--- src/rtl/bus_arbiter_if.sv ---
// Requester, shared-bus and status signals of bus_arbiter.
// master = arbiter side, slave = requesters plus address decoder/device.
interface bus_arbiter_if;
  logic        i_req0_valid;
  logic [31:0] i_req0_address;
  logic [31:0] i_req0_wdata;
  logic        i_req0_we;
  logic [3:0]  i_req0_be;
  logic        o_req0_done;
  logic [31:0] o_req0_rdata;
  logic        o_req0_err;

  logic        i_req1_valid;
  logic [31:0] i_req1_address;
  logic [31:0] i_req1_wdata;
  logic        i_req1_we;
  logic [3:0]  i_req1_be;
  logic        o_req1_done;
  logic [31:0] o_req1_rdata;
  logic        o_req1_err;

  logic [31:0] o_bus_address;
  logic [31:0] o_bus_wdata;
  logic        o_bus_we;
  logic [3:0]  o_bus_be;
  logic        o_bus_start;
  logic        i_bus_mapped;
  logic        i_bus_done;
  logic [31:0] i_bus_rdata;
  logic        o_busy;

`ifdef BUS_ARB_STATS_EN
  logic [31:0] o_grant0_count;
  logic [31:0] o_grant1_count;
  logic [31:0] o_conflict_count;
  logic [31:0] o_error_count;
`endif

  modport master (
`ifdef BUS_ARB_STATS_EN
    output o_grant0_count, o_grant1_count, o_conflict_count, o_error_count,
`endif
    input  i_req0_valid, i_req0_address, i_req0_wdata, i_req0_we, i_req0_be,
    output o_req0_done, o_req0_rdata, o_req0_err,
    input  i_req1_valid, i_req1_address, i_req1_wdata, i_req1_we, i_req1_be,
    output o_req1_done, o_req1_rdata, o_req1_err,
    output o_bus_address, o_bus_wdata, o_bus_we, o_bus_be, o_bus_start,
    input  i_bus_mapped, i_bus_done, i_bus_rdata,
    output o_busy
  );

  modport slave (
`ifdef BUS_ARB_STATS_EN
    input  o_grant0_count, o_grant1_count, o_conflict_count, o_error_count,
`endif
    output i_req0_valid, i_req0_address, i_req0_wdata, i_req0_we, i_req0_be,
    input  o_req0_done, o_req0_rdata, o_req0_err,
    output i_req1_valid, i_req1_address, i_req1_wdata, i_req1_we, i_req1_be,
    input  o_req1_done, o_req1_rdata, o_req1_err,
    input  o_bus_address, o_bus_wdata, o_bus_we, o_bus_be, o_bus_start,
    output i_bus_mapped, i_bus_done, i_bus_rdata,
    input  o_busy
  );
endinterface

--- src/rtl/bus_arbiter.sv ---
// Two-master round-robin arbiter/sequencer for the shared system bus (stats behind BUS_ARB_STATS_EN).
// Latency: done pulses 2 cycles after grant for a fast or unmapped access, up to 2+TIMEOUT_CYCLES.
// Backpressure: requesters hold valid until their done pulse; one transaction in flight at a time.
module bus_arbiter #(
  parameter int TIMEOUT_CYCLES = 255,
  parameter int CNT_W          = 16
) (
  input logic         i_clk,
  input logic         i_rst,
  bus_arbiter_if.master bus
);

  typedef struct packed {
    logic [31:0] address;
    logic [31:0] wdata;
    logic        we;
    logic [3:0]  be;
  } req_t;

  typedef enum logic [1:0] {S_IDLE, S_ISSUE, S_WAIT, S_RESP} state_t;

  state_t             state, state_nxt;
  req_t               req0, req1, bus_q;
  logic               last_grant, grant;
  logic               any_req, tie, pick, expired;
  logic [CNT_W-1:0]   cnt;
  logic [31:0]        resp_rdata;
  logic               resp_err;

  assign req0 = '{bus.i_req0_address, bus.i_req0_wdata, bus.i_req0_we, bus.i_req0_be};
  assign req1 = '{bus.i_req1_address, bus.i_req1_wdata, bus.i_req1_we, bus.i_req1_be};

  // A tie goes to whoever was not served last; a lone request wins outright.
  assign any_req = bus.i_req0_valid | bus.i_req1_valid;
  assign tie     = bus.i_req0_valid & bus.i_req1_valid;
  assign pick    = tie ? ~last_grant : bus.i_req1_valid;
  assign expired = (cnt == CNT_W'(TIMEOUT_CYCLES - 1));

  always_ff @(posedge i_clk) begin
    if (i_rst) state <= S_IDLE;
    else       state <= state_nxt;
  end

  always_comb begin
    state_nxt = state;
    case (state)
      S_IDLE:  if (any_req) state_nxt = S_ISSUE;
      S_ISSUE: state_nxt = (!bus.i_bus_mapped || bus.i_bus_done) ? S_RESP : S_WAIT;
      S_WAIT:  if (bus.i_bus_done || expired) state_nxt = S_RESP;
      S_RESP:  state_nxt = S_IDLE;
      default: state_nxt = S_IDLE;
    endcase
  end

  always_ff @(posedge i_clk) begin
    if (i_rst) begin
      last_grant <= 1'b1;
      grant      <= 1'b0;
      cnt        <= '0;
      bus_q      <= '0;
      resp_rdata <= '0;
      resp_err   <= 1'b0;
    end else begin
      case (state)
        S_IDLE: begin
          if (any_req) begin
            grant      <= pick;
            last_grant <= pick;
            bus_q      <= pick ? req1 : req0;
          end
        end
        S_ISSUE: begin
          cnt        <= '0;
          resp_err   <= ~bus.i_bus_mapped;
          resp_rdata <= (bus.i_bus_mapped && bus.i_bus_done) ? bus.i_bus_rdata : '0;
        end
        S_WAIT: begin
          cnt <= cnt + 1'b1;
          // Completion outranks expiry when both land in the same cycle.
          if (bus.i_bus_done) begin
            resp_rdata <= bus.i_bus_rdata;
            resp_err   <= 1'b0;
          end else if (expired) begin
            resp_rdata <= '0;
            resp_err   <= 1'b1;
          end
        end
        default: ;
      endcase
    end
  end

  always_comb begin
    bus.o_bus_start  = (state == S_ISSUE);
    bus.o_busy       = (state != S_IDLE);
    bus.o_req0_done  = 1'b0;
    bus.o_req0_rdata = '0;
    bus.o_req0_err   = 1'b0;
    bus.o_req1_done  = 1'b0;
    bus.o_req1_rdata = '0;
    bus.o_req1_err   = 1'b0;
    if (state == S_RESP) begin
      if (grant) begin
        bus.o_req1_done  = 1'b1;
        bus.o_req1_rdata = resp_rdata;
        bus.o_req1_err   = resp_err;
      end else begin
        bus.o_req0_done  = 1'b1;
        bus.o_req0_rdata = resp_rdata;
        bus.o_req0_err   = resp_err;
      end
    end
  end

  assign bus.o_bus_address = bus_q.address;
  assign bus.o_bus_wdata   = bus_q.wdata;
  assign bus.o_bus_we      = bus_q.we;
  assign bus.o_bus_be      = bus_q.be;

`ifdef BUS_ARB_STATS_EN
  logic [31:0] grant0_cnt, grant1_cnt, conflict_cnt, error_cnt;

  always_ff @(posedge i_clk) begin
    if (i_rst) begin
      grant0_cnt   <= '0;
      grant1_cnt   <= '0;
      conflict_cnt <= '0;
      error_cnt    <= '0;
    end else begin
      if (state == S_IDLE && any_req) begin
        if (pick) grant1_cnt <= grant1_cnt + 1'b1;
        else      grant0_cnt <= grant0_cnt + 1'b1;
        if (tie)  conflict_cnt <= conflict_cnt + 1'b1;
      end
      if (state == S_RESP && resp_err) error_cnt <= error_cnt + 1'b1;
    end
  end

  assign bus.o_grant0_count   = grant0_cnt;
  assign bus.o_grant1_count   = grant1_cnt;
  assign bus.o_conflict_count = conflict_cnt;
  assign bus.o_error_count    = error_cnt;
`endif

endmodule
--- src/flat_wrapper.sv ---
// flat-port wrapper written by rule: the top's interface ports become plain ports
module bus_arbiter_flat 
#(
  parameter int TIMEOUT_CYCLES = 255,
  parameter int CNT_W          = 16
)
  (i_clk, i_rst, bus_i_req0_valid, bus_i_req0_address, bus_i_req0_wdata, bus_i_req0_we, bus_i_req0_be, bus_o_req0_done, bus_o_req0_rdata, bus_o_req0_err, bus_i_req1_valid, bus_i_req1_address, bus_i_req1_wdata, bus_i_req1_we, bus_i_req1_be, bus_o_req1_done, bus_o_req1_rdata, bus_o_req1_err, bus_o_bus_address, bus_o_bus_wdata, bus_o_bus_we, bus_o_bus_be, bus_o_bus_start, bus_i_bus_mapped, bus_i_bus_done, bus_i_bus_rdata, bus_o_busy);
  bus_arbiter_if bus_i ();
  input logic i_clk;
  input logic i_rst;
  input wire logic [$bits(bus_i.i_req0_valid)-1:0] bus_i_req0_valid;
  input wire logic [$bits(bus_i.i_req0_address)-1:0] bus_i_req0_address;
  input wire logic [$bits(bus_i.i_req0_wdata)-1:0] bus_i_req0_wdata;
  input wire logic [$bits(bus_i.i_req0_we)-1:0] bus_i_req0_we;
  input wire logic [$bits(bus_i.i_req0_be)-1:0] bus_i_req0_be;
  output wire logic [$bits(bus_i.o_req0_done)-1:0] bus_o_req0_done;
  output wire logic [$bits(bus_i.o_req0_rdata)-1:0] bus_o_req0_rdata;
  output wire logic [$bits(bus_i.o_req0_err)-1:0] bus_o_req0_err;
  input wire logic [$bits(bus_i.i_req1_valid)-1:0] bus_i_req1_valid;
  input wire logic [$bits(bus_i.i_req1_address)-1:0] bus_i_req1_address;
  input wire logic [$bits(bus_i.i_req1_wdata)-1:0] bus_i_req1_wdata;
  input wire logic [$bits(bus_i.i_req1_we)-1:0] bus_i_req1_we;
  input wire logic [$bits(bus_i.i_req1_be)-1:0] bus_i_req1_be;
  output wire logic [$bits(bus_i.o_req1_done)-1:0] bus_o_req1_done;
  output wire logic [$bits(bus_i.o_req1_rdata)-1:0] bus_o_req1_rdata;
  output wire logic [$bits(bus_i.o_req1_err)-1:0] bus_o_req1_err;
  output wire logic [$bits(bus_i.o_bus_address)-1:0] bus_o_bus_address;
  output wire logic [$bits(bus_i.o_bus_wdata)-1:0] bus_o_bus_wdata;
  output wire logic [$bits(bus_i.o_bus_we)-1:0] bus_o_bus_we;
  output wire logic [$bits(bus_i.o_bus_be)-1:0] bus_o_bus_be;
  output wire logic [$bits(bus_i.o_bus_start)-1:0] bus_o_bus_start;
  input wire logic [$bits(bus_i.i_bus_mapped)-1:0] bus_i_bus_mapped;
  input wire logic [$bits(bus_i.i_bus_done)-1:0] bus_i_bus_done;
  input wire logic [$bits(bus_i.i_bus_rdata)-1:0] bus_i_bus_rdata;
  output wire logic [$bits(bus_i.o_busy)-1:0] bus_o_busy;
  assign bus_i.i_req0_valid = bus_i_req0_valid;
  assign bus_i.i_req0_address = bus_i_req0_address;
  assign bus_i.i_req0_wdata = bus_i_req0_wdata;
  assign bus_i.i_req0_we = bus_i_req0_we;
  assign bus_i.i_req0_be = bus_i_req0_be;
  assign bus_o_req0_done = bus_i.o_req0_done;
  assign bus_o_req0_rdata = bus_i.o_req0_rdata;
  assign bus_o_req0_err = bus_i.o_req0_err;
  assign bus_i.i_req1_valid = bus_i_req1_valid;
  assign bus_i.i_req1_address = bus_i_req1_address;
  assign bus_i.i_req1_wdata = bus_i_req1_wdata;
  assign bus_i.i_req1_we = bus_i_req1_we;
  assign bus_i.i_req1_be = bus_i_req1_be;
  assign bus_o_req1_done = bus_i.o_req1_done;
  assign bus_o_req1_rdata = bus_i.o_req1_rdata;
  assign bus_o_req1_err = bus_i.o_req1_err;
  assign bus_o_bus_address = bus_i.o_bus_address;
  assign bus_o_bus_wdata = bus_i.o_bus_wdata;
  assign bus_o_bus_we = bus_i.o_bus_we;
  assign bus_o_bus_be = bus_i.o_bus_be;
  assign bus_o_bus_start = bus_i.o_bus_start;
  assign bus_i.i_bus_mapped = bus_i_bus_mapped;
  assign bus_i.i_bus_done = bus_i_bus_done;
  assign bus_i.i_bus_rdata = bus_i_bus_rdata;
  assign bus_o_busy = bus_i.o_busy;
  bus_arbiter #(.TIMEOUT_CYCLES(TIMEOUT_CYCLES), .CNT_W(CNT_W)) u_core (.i_clk(i_clk), .i_rst(i_rst), .bus(bus_i));
endmodule
--- config.mk ---
export PLATFORM = sky130hd
export DESIGN_NAME = bus_arbiter_flat
export DESIGN_NICKNAME = d
export VERILOG_FILES = /design/src/rtl/bus_arbiter_if.sv /design/src/rtl/bus_arbiter.sv /design/src/flat_wrapper.sv
export SDC_FILE = /design/constraint.sdc
export NUM_CORES = 1
export LEC_CHECK = 0
export ABC_AREA = 1
export CORE_AREA = 4 4 120 122
export DETAILED_ROUTE_END_ITERATION = 10
export DIE_AREA = 0 0 124 126
export DONT_BUFFER_PORTS = 1
export PLACE_DENSITY = 0.56
export SLEW_MARGIN = 20
export SYNTH_ARGS = -nofsm -noshare
export SYNTH_HDL_FRONTEND = slang
export SYNTH_SLANG_ARGS = --single-unit
export TNS_END_PERCENT = 100
--- constraint.sdc ---
create_clock -name i_clk -period 1.6 [get_ports i_clk]
set_input_delay 0.24 -clock i_clk [delete_from_list [all_inputs] [get_ports i_clk]]
set_output_delay 0.24 -clock i_clk [all_outputs]
set_load 0.01 [all_outputs]
==> impl_metrics.toml <==
[yosys]
yosys-top-cells-count = "241 x nand2_1, 128 x nor2_1, 122 x dfxtp_1"
synth_enable_flop_cells = 0
synth_simple_gate_area_share_pct = 28.0
syn_nets = 1056
synthXorXnorAreaFrac_pct = 0
post_synth_fa_ha_maj_area_fraction_pct = 1.29
cell_variety_after_synth = 25
ys_top_cells_by_area = "dfxtp_1 42%, nand2_1 16%, nor2_1 8.3%"
synth-warning-count = 0
synth-seq-cells = 122
synth_seq_area_share_pct = 42.0
synth-compound-area-share_pct = 19.2
synth_area_um2 = 5820
synth_area_per_cell_um2 = 6.66
synth_top_cell_by_area = "dfxtp_1"
synth.area.mux_share_pct = 0
synth_top_family_by_area = "simple AND/OR/NAND/NOR gates"
synthesis.instances = 874
synth_async_reset_ratio_pct = 0
yosys_most_used_dff = "dfxtp_1"
post-synth-top-count-cell = "nand2_1"
netlist.area_leader.share_pct = 42.0

[detailed_routing]
met1_length_um = 7810
avgViaCountPerCell = 5.46
detailroute.wirelength.met2_um = 11600
first_pass_iters = 5
via_count_of_the_routed_design = 6853
maxUsedRoutingLayer = "met4"
detail_route.iter0.violations = 406
detail_route.drc_violations = 0
dr_wl_met3_um = 2300
number_of_nets_still_failing_antenna_checks_after_routing = 0
detail_route.wl_per_cell_um = 18.0
routed_wire_length_um = 22500

[timing]
fin_setup_tns_ps = -13070
clock-skew-final_ps = 7.18
slew_viol_final = 0
max-slew-margin-rel_pct = 61.2
worst_slack_ps = -234
slew_of_the_pin_with_the_lowest_slew_margin_ps = 582
final_hold_viol_count = 0
grt_setup_unrepaired = "true"
fin_crit_ps = 1830
max_clock_freq_mhz = 545
setup_viol_count_final = 69
fin_crit_sh_pct = 115
hold_ws_ps = 29.4

[power_and_ir_drop]
total_leakage_power_nw = 3.79
irDropWorstVdd_mv = 0.906
p_seq_share_pct = 33.5
cellPowerDensity_nw_per_um2 = 1650
power.switching_fraction_pct = 39.8
power.clock.fraction_pct = 22.7
pwr-share-comb_pct = 43.8
cell_internal_pwr_w = 0.00898
power_switching_w = 0.00594

[cts]
path_clk_slew_ps = 50
clockRootBuffer = "clkbuf_16"
h_tree_depth_reported_by_cts = 4
cts_buffer_depth = 2
clk-insertion-delay-late_ps = 410
clock_sink_count = 122
cts_made_buffers = 17
tritoncts = "built"

[worst_setup_path]
cell_type_with_the_highest_occurrence_count_on_the_critical_path = "buf_4"
critical_path_class = "reg2out"
cp_slowest_stage_delay_ps = 320
timing.critical_path.slowest_stage_cell = "dfxtp_2"
cp.arrival_ps = 1590
critical_path.endpoint_type = "primary output"
cp.required_ps = 1360
critPathLaunchType = "flop"
crit_chain = "buf_6 -> ha_4 -> buf_4 -> nand2_4 -> buf_12 -> nor2_1 -> buf_4"
worstPathMaxFanout = 24

[floorplan]
rows = 42
fp.dieArea_um2 = 15600
initial_utilization_pct = 44.1
dieWidth_um = 124
core_region_area_um2 = 13200
design.portCount = 315
fp.dieH_um = 126

[final_layout]
final_net_count = 1252
antenna_cells = 0
fillers = 1036
final_layout_size_suffix_gt1_share_pct = 18.7
flow.area_growth_from_synthesis_pct = 55.4

[run]
timing.max_cap.violations = 0

[global_routing]
global_route.usage.total_pct = 26.2
globalRouteOverflowTotal = 0
grt_pass1_wl_um = 32500
number_of_antenna_violations_at_the_first_check_in_global_routing = 0
grt_start_max_net_pins = 96
via_count_of_the_first_global_routing_pass = 6471

[placed_design]
dp_slack_ps = -36.1
post-dp-hpwl_um = 13100
place_congestion = 0.824
port_buffers = 0

[status]
status = "finished with violations"
failed_checks = "negative setup slack"

[worst_hold_path]
hp-class = "in2reg"
final cells by class:
cell class	count	area (um2)	area share (%)
clock buffers	25	505	5.59
clock inverters	3	15.0	0.166
inverters	65	246	2.73
multi-input cells	622	3110	34.4
flip-flops and latches	122	2440	27.0
well taps	176	220	2.43
repair buffers	242	2500	27.6
critical path: cells and delay by family, from the launching register on:
| family | cells | cell delay, ps |
|---|---|---|
| adders and majority gates | 1 | 150 |
| and+or+nand+nor | 2 | 150 |
| buffers and inverters | 4 | 560 |
| DFF | 1 | 320 |
state kept, by name (all words and copies together), names as in the netlist:
| signal | flops |
|---|---|
| u_core.bus.o_bus_be | 4 |
| u_core.bus.o_bus_address | 32 |
| u_core.state | 2 |
| u_core.cnt | 16 |
| u_core.bus.o_bus_we | 1 |
| u_core.bus.o_bus_wdata | 32 |
| u_core.resp_rdata | 32 |
| u_core.resp_err | 1 |
| u_core.last_grant | 1 |
| u_core.grant | 1 |
path summary, 6_finish.rpt:
check | endpoint | depth (start not counted) | slack (ps) | startpoint
max reg2reg | u_core.bus.o_bus_wdata[11]$_SDFFE_PP0P_ | 8 | -20 | u_core.state[1]$_SDFFE_PP0P_
min | u_core.bus.o_bus_wdata[21]$_SDFFE_PP0P_ | 2 | 30 | bus_i_req0_wdata[21]
max | bus_o_req1_rdata[19] | 7 | -230 | u_core.state[1]$_SDFFE_PP0P_
min reg2reg | u_core.last_grant$_SDFFE_PP1P_ | 2 | 480 | u_core.last_grant$_SDFFE_PP1P_
cells in the final DEF (no fill, tap or decap), types with 3 or more instances in the layout:
cell type and n:
nand2_1 237, inv_2 6, buf_4 71, buf_12 12, o21ai_0 73, nand2_2 6, o21ai_1 3, nand3_1 39
ha_1 3, clkbuf_8 5, clkbuf_1 3, a21oi_1 34, nor2_2 14, inv_1 58, clkbuf_16 22, dlygate4sd3_1 135
nor2_4 21, nor2_1 93, a31oi_1 72, clkinv_2 3, a21oi_2 12, buf_6 16, dfxtp_1 120
power groups by stage:
stage | registers (W) | clock network, W | logic [W]
2_1_floorplan | 0.00475 | 0 | 0.00377
3_3_place_gp | 0.00501 | 0 | 0.00475
3_5_place_dp | 0.00501 | 0 | 0.00489
4_1_cts | 0.00497 | 0.00343 | 0.00549
5_1_grt | 0.00508 | 0.00359 | 0.00720
6_report | 0.00501 | 0.00339 | 0.00653
through the flow:
| stage | util (%) | instances | cell area [um2] | power, W |
|---|---|---|---|---|
| finish | 68.6 | 1255 | 9040 | 0.0149 |
| global placement | 49.7 | 1074 | 6560 | 0.00975 |
| global route | 68.6 | 1255 | 9040 | 0.0159 |
| detailed placement | 49.7 | 1074 | 6560 | 0.00989 |
| floorplan | - | 874 | 5830 | 0.00852 |
| CTS | 65.9 | 1243 | 8700 | 0.0139 |
kinds of logic (layout without fill, tap and decap cells):
| logic type | Yosys count | after routing |
|---|---|---|
| simple gates | 416 | 416 |
| compound gates | 200 | 200 |
| buf+inv | 130 | 335 |
| flops | 122 | 122 |
| fa+ha+maj | 6 | 6 |
repair_timing:
item	4_1_cts	5_1_grt
cloned	3	8
endpoints found under the setup margin	72	163
resized for setup	56	43
pin swaps	0	3
hold buffers	134	1
buffers inserted	4	3
endpoints found under the hold margin	70	1
layer usage:
layer | vias up | global-route usage (%)
li1 | 3234 | -
met1 | 3118 | 27.4
met2 | 421 | 45.3
met3 | 80 | 9.91
met4 | 0 | 13.1
met5 | - | 0
Power figures use the tool's default switching activity.
